$ cat src/rtl/clint_timer.sv
// Machine timer / software-interrupt controller: mtime, mtimecmp and msip behind a
// single-outstanding valid/ready register port, driving MTIP and MSIP.
module clint_timer #(
    parameter int unsigned TICK_DIV = 1,
    parameter int unsigned ADDR_W   = 16
) (
    input  logic              clk,
    input  logic              rst_n,
    input  logic              req_valid,
    output logic              req_ready,
    input  logic              req_we,
    input  logic [ADDR_W-1:0] req_addr,
    input  logic [31:0]       req_wdata,
    output logic              rsp_valid,
    input  logic              rsp_ready,
    output logic [31:0]       rsp_rdata,
    output logic              rsp_err,
    input  logic              count_stop,
    output logic [63:0]       mtime_o,
    output logic              mtip,
    output logic              msip
);

    localparam int unsigned PRESC_W = 16;
    localparam logic [PRESC_W-1:0] PRESC_MAX = PRESC_W'(TICK_DIV - 1);

    localparam logic [ADDR_W-1:0] A_MSIP   = ADDR_W'(16'h0000);
    localparam logic [ADDR_W-1:0] A_CMP_LO = ADDR_W'(16'h4000);
    localparam logic [ADDR_W-1:0] A_CMP_HI = ADDR_W'(16'h4004);
    localparam logic [ADDR_W-1:0] A_MT_LO  = ADDR_W'(16'hBFF8);
    localparam logic [ADDR_W-1:0] A_MT_HI  = ADDR_W'(16'hBFFC);

    typedef enum logic [0:0] {
        IDLE = 1'b0,
        RESP = 1'b1
    } state_t;

    state_t state, state_next;

    logic [63:0]        mtime;
    logic [63:0]        mtimecmp;
    logic [PRESC_W-1:0] presc;
    logic               msip_q;

    logic        accept;
    logic        sel_msip, sel_cmp_lo, sel_cmp_hi, sel_mt_lo, sel_mt_hi;
    logic        addr_err;
    logic        wr;
    logic [31:0] rd_c;

    assign accept = req_valid && req_ready;

    // Address decode and read mux
    always_comb begin
        sel_msip   = (req_addr == A_MSIP);
        sel_cmp_lo = (req_addr == A_CMP_LO);
        sel_cmp_hi = (req_addr == A_CMP_HI);
        sel_mt_lo  = (req_addr == A_MT_LO);
        sel_mt_hi  = (req_addr == A_MT_HI);
        addr_err   = (req_addr[1:0] != 2'b00) ||
                     !(sel_msip || sel_cmp_lo || sel_cmp_hi || sel_mt_lo || sel_mt_hi);
        wr         = accept && req_we && !addr_err;
        rd_c       = 32'h0;
        if (sel_msip)   rd_c = {31'h0, msip_q};
        if (sel_cmp_lo) rd_c = mtimecmp[31:0];
        if (sel_cmp_hi) rd_c = mtimecmp[63:32];
        if (sel_mt_lo)  rd_c = mtime[31:0];
        if (sel_mt_hi)  rd_c = mtime[63:32];
    end

    always_ff @(posedge clk or negedge rst_n) begin
        if (!rst_n) state <= IDLE;
        else        state <= state_next;
    end

    always_comb begin
        state_next = state;
        case (state)
            IDLE:    if (accept)    state_next = RESP;
            RESP:    if (rsp_ready) state_next = IDLE;
            default: state_next = IDLE;
        endcase
    end

    assign req_ready = (state == IDLE);
    assign rsp_valid = (state == RESP);

    // Response payload is captured on accept and held until consumed
    always_ff @(posedge clk or negedge rst_n) begin
        if (!rst_n) begin
            rsp_rdata <= 32'h0;
            rsp_err   <= 1'b0;
        end else if (accept) begin
            rsp_rdata <= (req_we || addr_err) ? 32'h0 : rd_c;
            rsp_err   <= addr_err;
        end else if ((state == RESP) && rsp_ready) begin
            rsp_rdata <= 32'h0;
            rsp_err   <= 1'b0;
        end
    end

    // A software write to either mtime half overrides a coincident tick
    always_ff @(posedge clk or negedge rst_n) begin
        if (!rst_n) begin
            mtime <= 64'h0;
            presc <= '0;
        end else if (wr && (sel_mt_lo || sel_mt_hi)) begin
            presc <= '0;
            if (sel_mt_lo) mtime[31:0]  <= req_wdata;
            else           mtime[63:32] <= req_wdata;
        end else if (!count_stop) begin
            if (presc == PRESC_MAX) begin
                presc <= '0;
                mtime <= mtime + 64'd1;
            end else begin
                presc <= presc + PRESC_W'(1);
            end
        end
    end

    always_ff @(posedge clk or negedge rst_n) begin
        if (!rst_n) begin
            mtimecmp <= 64'hFFFF_FFFF_FFFF_FFFF;
            msip_q   <= 1'b0;
            mtip     <= 1'b0;
        end else begin
            if (wr && sel_cmp_lo) mtimecmp[31:0]  <= req_wdata;
            if (wr && sel_cmp_hi) mtimecmp[63:32] <= req_wdata;
            if (wr && sel_msip)   msip_q          <= req_wdata[0];
            mtip <= (mtime >= mtimecmp);
        end
    end

    assign mtime_o = mtime;
    assign msip    = msip_q;

endmodule

$ cat config.mk
export PLATFORM = sky130hd
export DESIGN_NAME = clint_timer
export DESIGN_NICKNAME = d
export VERILOG_FILES = /design/src/rtl/clint_timer.sv
export SDC_FILE = /design/constraint.sdc
export NUM_CORES = 1
export LEC_CHECK = 0
export ABC_AREA = 0
export CORE_MARGIN = 8
export CORE_UTILIZATION = 50
export CTS_BUF_LIST = sky130_fd_sc_hd__clkbuf_8 sky130_fd_sc_hd__clkbuf_16
export CTS_CLUSTER_SIZE = 30
export DETAILED_ROUTE_END_ITERATION = 8
export GPL_TIMING_DRIVEN = 0
export PLACE_DENSITY = 0.8
export SLEW_MARGIN = 15
export SYNTH_ARGS = -nofsm -noshare
export SYNTH_HDL_FRONTEND = slang
export SYNTH_SLANG_ARGS = --single-unit
$ cat constraint.sdc
create_clock -name clk -period 2.74 [get_ports clk]
set_input_delay 0.548 -clock clk [delete_from_list [all_inputs] [get_ports clk]]
set_output_delay 0.548 -clock clk [all_outputs]
set_load 0.005 [all_outputs]
==> summary.md <==
| Metric | Value |
|---|---|
| Count of pins over their slew limit | `0` |
| Post-Syn Area | `11,500 um^2` |
| CP max stage cell | `sky130_fd_sc_hd__a2111oi_0` |
| Residual overflow from global routing | `0` |
| Count of boundary I/O pins | `155` |
| Mean Syn Cell Area | `9.48 um^2` |
| Start-to-end type of the worst setup path | `reg -> reg` |
| Number of CTS-inserted buffers | `17` |
| Leakage power total | `5.98 nW` |
| HPWL after detailed placement | `29,600 um` |
| Slew @ Worst Pin | `1070 ps` |
| Total Routed Length | `42,100 um` |
| Critical Path Sink Type | `flip-flop` |
| Dominant delay contributor by cell family on the critical path | `compound AO/OA/AOI/OAI gates` |
| Die Y | `168 um` |
| Yosys synthesis warning count | `0` |
| Fraction of final layout cells sized beyond drive strength 1 | `17.9%` |
| Routed via count | `11,400` |
| Row Count | `55` |
| Unrepaired setup endpoints after global routing | `false` |
| First-pass GRT wire length | `64,900 um` |
| Net count, final | `1,519` |
| DRC violation total after the first TritonRoute iteration | `1,603` |
| Synth Register Bits | `180` |
| TritonCTS sink count | `180` |
| Violations in the final reports | `negative setup slack` |
| Setup Skew | `9.15 ps` |
| Initial core utilization | `50.9%` |
| Final worst path period need | `2760 ps` |
| Worst relative slew slack | `28.3%` |
| Crit share post-route | `101%` |
| Vias in the first global route | `11,200` |
| First-pass DRT Iterations | `6` |
| Largest driver fanout on the critical path | `3` |
| H-tree Lvls | `4` |
| Antenna violations before repair | `0` |
| Clock edge transition at the registers on the reported setup and hold paths | `80 ps` |
| Syn Nets | `1,337` |
| Core occupancy in the finished layout | `63.4%` |
| Hold buffers post-CTS | `0` |
| CTS Root Cell | `sky130_fd_sc_hd__clkbuf_16` |
| Highest clock frequency the design can meet | `0.362 GHz` |
| Drt via density | `6.70` |
| Min-Delay Path Class | `in -> async` |
| Chip width | `168 um` |
| Worst IR drop on VDD | `374 uV` |
| Number of buffers and inverters on the critical path | `1` |
| Share of the yosys chip area belonging to registers | `39.8%` |
| Data required time of the worst path | `3020 ps` |
| Total of buffers placed on input and output ports | `153` |
| Pwr/cell area | `443 nW/um^2` |
| CTS tree | `built` |
| Clk buf depth | `2` |
| Standard cell core area | `22,600 um^2` |
| Worst stage delay on the critical path | `640 ps` |
| Post-detailed-route count of antenna-violating nets | `0` |
| Hold violation total from the final report | `0` |
| GRT Total Usage | `29.3%` |
| Layout overhead on the synthesized area | `24.4%` |
| Signal arrival time at the worst endpoint | `3040 ps` |
| Outcome | `complete, but fails checks` |
| Worst-Skew Late Latency | `450 ps` |
| Leading register cell type out of synthesis | `sky130_fd_sc_hd__dfrtp_1` |
| Worst path cell trace | `inv_1 > ha_1 > a211oi_1 > o21ai_0 > a31oi_1 > nor2_1 > a2111oi_0 > o21ai_0` |
| Weighted congestion at the end of routability-driven global placement | `0.985` |
| Final Worst Setup Slack | `-22.9 ps` |
| Type of element launching the critical path | `flip-flop` |
| Final setup violating endpoints | `1` |
| Overall die area | `28,200 um^2` |
| Count of filler cells inserted in the layout | `1,843` |
| Number of enable flip-flop cells after synthesis | `0` |
| Cell occurring most often along the worst timing path | `sky130_fd_sc_hd__o21ai_0` |
| Distinct cells, synth | `68` |
| Routed length per instance | `24.8 um` |
| Post-synthesis instance total | `1,216` |
| Post-route DRC | `0` |
| Ant. Diodes | `0` |
| Largest net degree at the start of global routing | `100` |
| Async SR Flop Fraction | `100%` |
| Final Hold Slack | `134 ps` |
| Max-cap violations | `0` |
-- metrics by stage --
stage                     setup TNS, ps  cells  worst slack (ps)  power (mW)  instance area [um^2]
final                             -22.9   1696             -22.9        6.35                 14300
after global routing                  0   1696              2.12        6.52                 14300
after CTS                             0   1694              3.84        6.32                 14200
after detailed placement         -94380   1655              -888        3.62                 13500
after global placement         -1081400   1654             -6370        3.60                 13400
after floorplan                       0   1216               395        3.17                 11500
-- worst register-to-register path: stages, from the launching register on --
cell and delay (ps):
sky130_fd_sc_hd__dfstp_2 540, sky130_fd_sc_hd__inv_1 40, sky130_fd_sc_hd__ha_1 320, sky130_fd_sc_hd__a211oi_1 350
sky130_fd_sc_hd__o21ai_0 170, sky130_fd_sc_hd__a31oi_1 240, sky130_fd_sc_hd__nor2_1 70, sky130_fd_sc_hd__a2111oi_0 640
sky130_fd_sc_hd__o21ai_0 220
-- final timing paths --
path	from	endpoint	slack, ps	depth (start not counted)
min reg2reg	rsp_rdata[28]$_DFFE_PN0P_	rsp_rdata[28]$_DFFE_PN0P_	510	1
min in group clk	rsp_rdata[28]$_DFFE_PN0P_	rsp_rdata[28]$_DFFE_PN0P_	510	1
max in group asynchronous	rst_n	mtimecmp[63]$_DFFE_PN1P_	1630	2
max reg2reg	mtimecmp[49]$_DFFE_PN1P_	mtip$_DFF_PN0_	-20	8
max	mtimecmp[49]$_DFFE_PN1P_	mtip$_DFF_PN0_	-20	8
min	rst_n	rsp_rdata[9]$_DFFE_PN0P_	130	1
-- report_power, final --
part | internal [mW] | switching [mW]
clock | 1.56 | 1.17
combinational | 0.342 | 0.426
sequential | 2.72 | 0.133
-- state kept, by name, indices dropped and copies added (netlist names) --
register / cells
msip: 1
mtime_o: 64
mtimecmp: 64
mtip: 1
presc: 16
rsp_err: 1
rsp_rdata: 32
rsp_valid: 1
-- cell families (layout without fill, tap and decap cells) --
| family | count (synthesis) | count (layout) | share of synthesized area, % |
|---|---|---|---|
| multiplexers | 131 | 131 | 12.1 |
| AO/OA/AOI/OAI | 325 | 325 | 18.5 |
| buffers and inverters | 148 | 343 | 5.04 |
| flip-flops | 180 | 180 | 39.8 |
| AND/OR/NAND/NOR | 352 | 352 | 16.4 |
| adder cells (fa/ha/maj) | 67 | 67 | 7.27 |
| XOR/XNOR | 13 | 13 | 0.988 |
-- cell usage in the layout (no fill, tap or decap), drive strengths merged, types with 48 or more instances in the layout --
cell,count
clkdlybuf4s50,151
nand2,70
mux2,66
ha,67
dfrtp,116
a21oi,85
dfstp,64
o21ai,61
mux2i,65
nand4,48
clkbuf,67
inv,77
nor2,72
-- metal layers --
layer / global-route usage (%) / vias to the layer above / routed length, um
met1: 37.6 / 5488 / 16700
met5: 0 / - / 0
met3: 7.97 / 148 / 4550
li1: - / 4923 / -
met2: 45.3 / 798 / 19100
met4: 13.6 / 0 / 1710
-- layout make-up --
class | instances | area [um^2] | area share, %
plain buffers | 73 | 350 | 2.44
clock buffers | 18 | 439 | 3.06
clock inverters | 14 | 196 | 1.37
inverters | 73 | 274 | 1.91
multi-input cells | 888 | 6480 | 45.2
flip-flops and latches | 180 | 4590 | 32.0
well taps | 285 | 357 | 2.49
repair buffers | 165 | 1660 | 11.6
-- synth_stat cells (5+ instances only) --
library cell               number  area, um^2
sky130_fd_sc_hd__o22ai_1       43         269
sky130_fd_sc_hd__nor2_1        70         263
sky130_fd_sc_hd__a21oi_1       85         425
sky130_fd_sc_hd__o211ai_1       5        37.5
sky130_fd_sc_hd__clkbuf_1      49         184
sky130_fd_sc_hd__and4_1        13         114
sky130_fd_sc_hd__mux2_2        66         743
sky130_fd_sc_hd__nand2_1       70         263
sky130_fd_sc_hd__nand3_1       41         205
sky130_fd_sc_hd__a22o_1        37         324
sky130_fd_sc_hd__mux2i_1       65         651
sky130_fd_sc_hd__buf_2         17        85.1
sky130_fd_sc_hd__xor2_1        13         114
sky130_fd_sc_hd__o21a_1         6        45.0
sky130_fd_sc_hd__a31o_2         6        52.6
sky130_fd_sc_hd__and2_1        12        75.1
sky130_fd_sc_hd__ha_1          67         838
sky130_fd_sc_hd__nor4_1         9        56.3
sky130_fd_sc_hd__nor3_1        25         125
sky130_fd_sc_hd__a31oi_1       14        87.6
sky130_fd_sc_hd__a22oi_1        5        37.5
sky130_fd_sc_hd__o31ai_1        8        60.1
sky130_fd_sc_hd__nand4_1       48         300
sky130_fd_sc_hd__and3_1        24         150
sky130_fd_sc_hd__o21ai_0       57         285
sky130_fd_sc_hd__or3_1          8        50.1
sky130_fd_sc_hd__o22a_1        12         105
sky130_fd_sc_hd__inv_1         73         274
sky130_fd_sc_hd__a211oi_1       7        52.6
sky130_fd_sc_hd__dfstp_2       64        1680
sky130_fd_sc_hd__dfrtp_1      116        2900
sky130_fd_sc_hd__buf_1          8        30.0
-- what timing repair did --
item | in CTS | in global routing
pin swaps | 2 | 5
setup buffers | 7 | 4
resized for setup | 30 | 39
setup endpoints to repair | 108 | 122
Note: power is estimated with default switching activity, not from simulation.
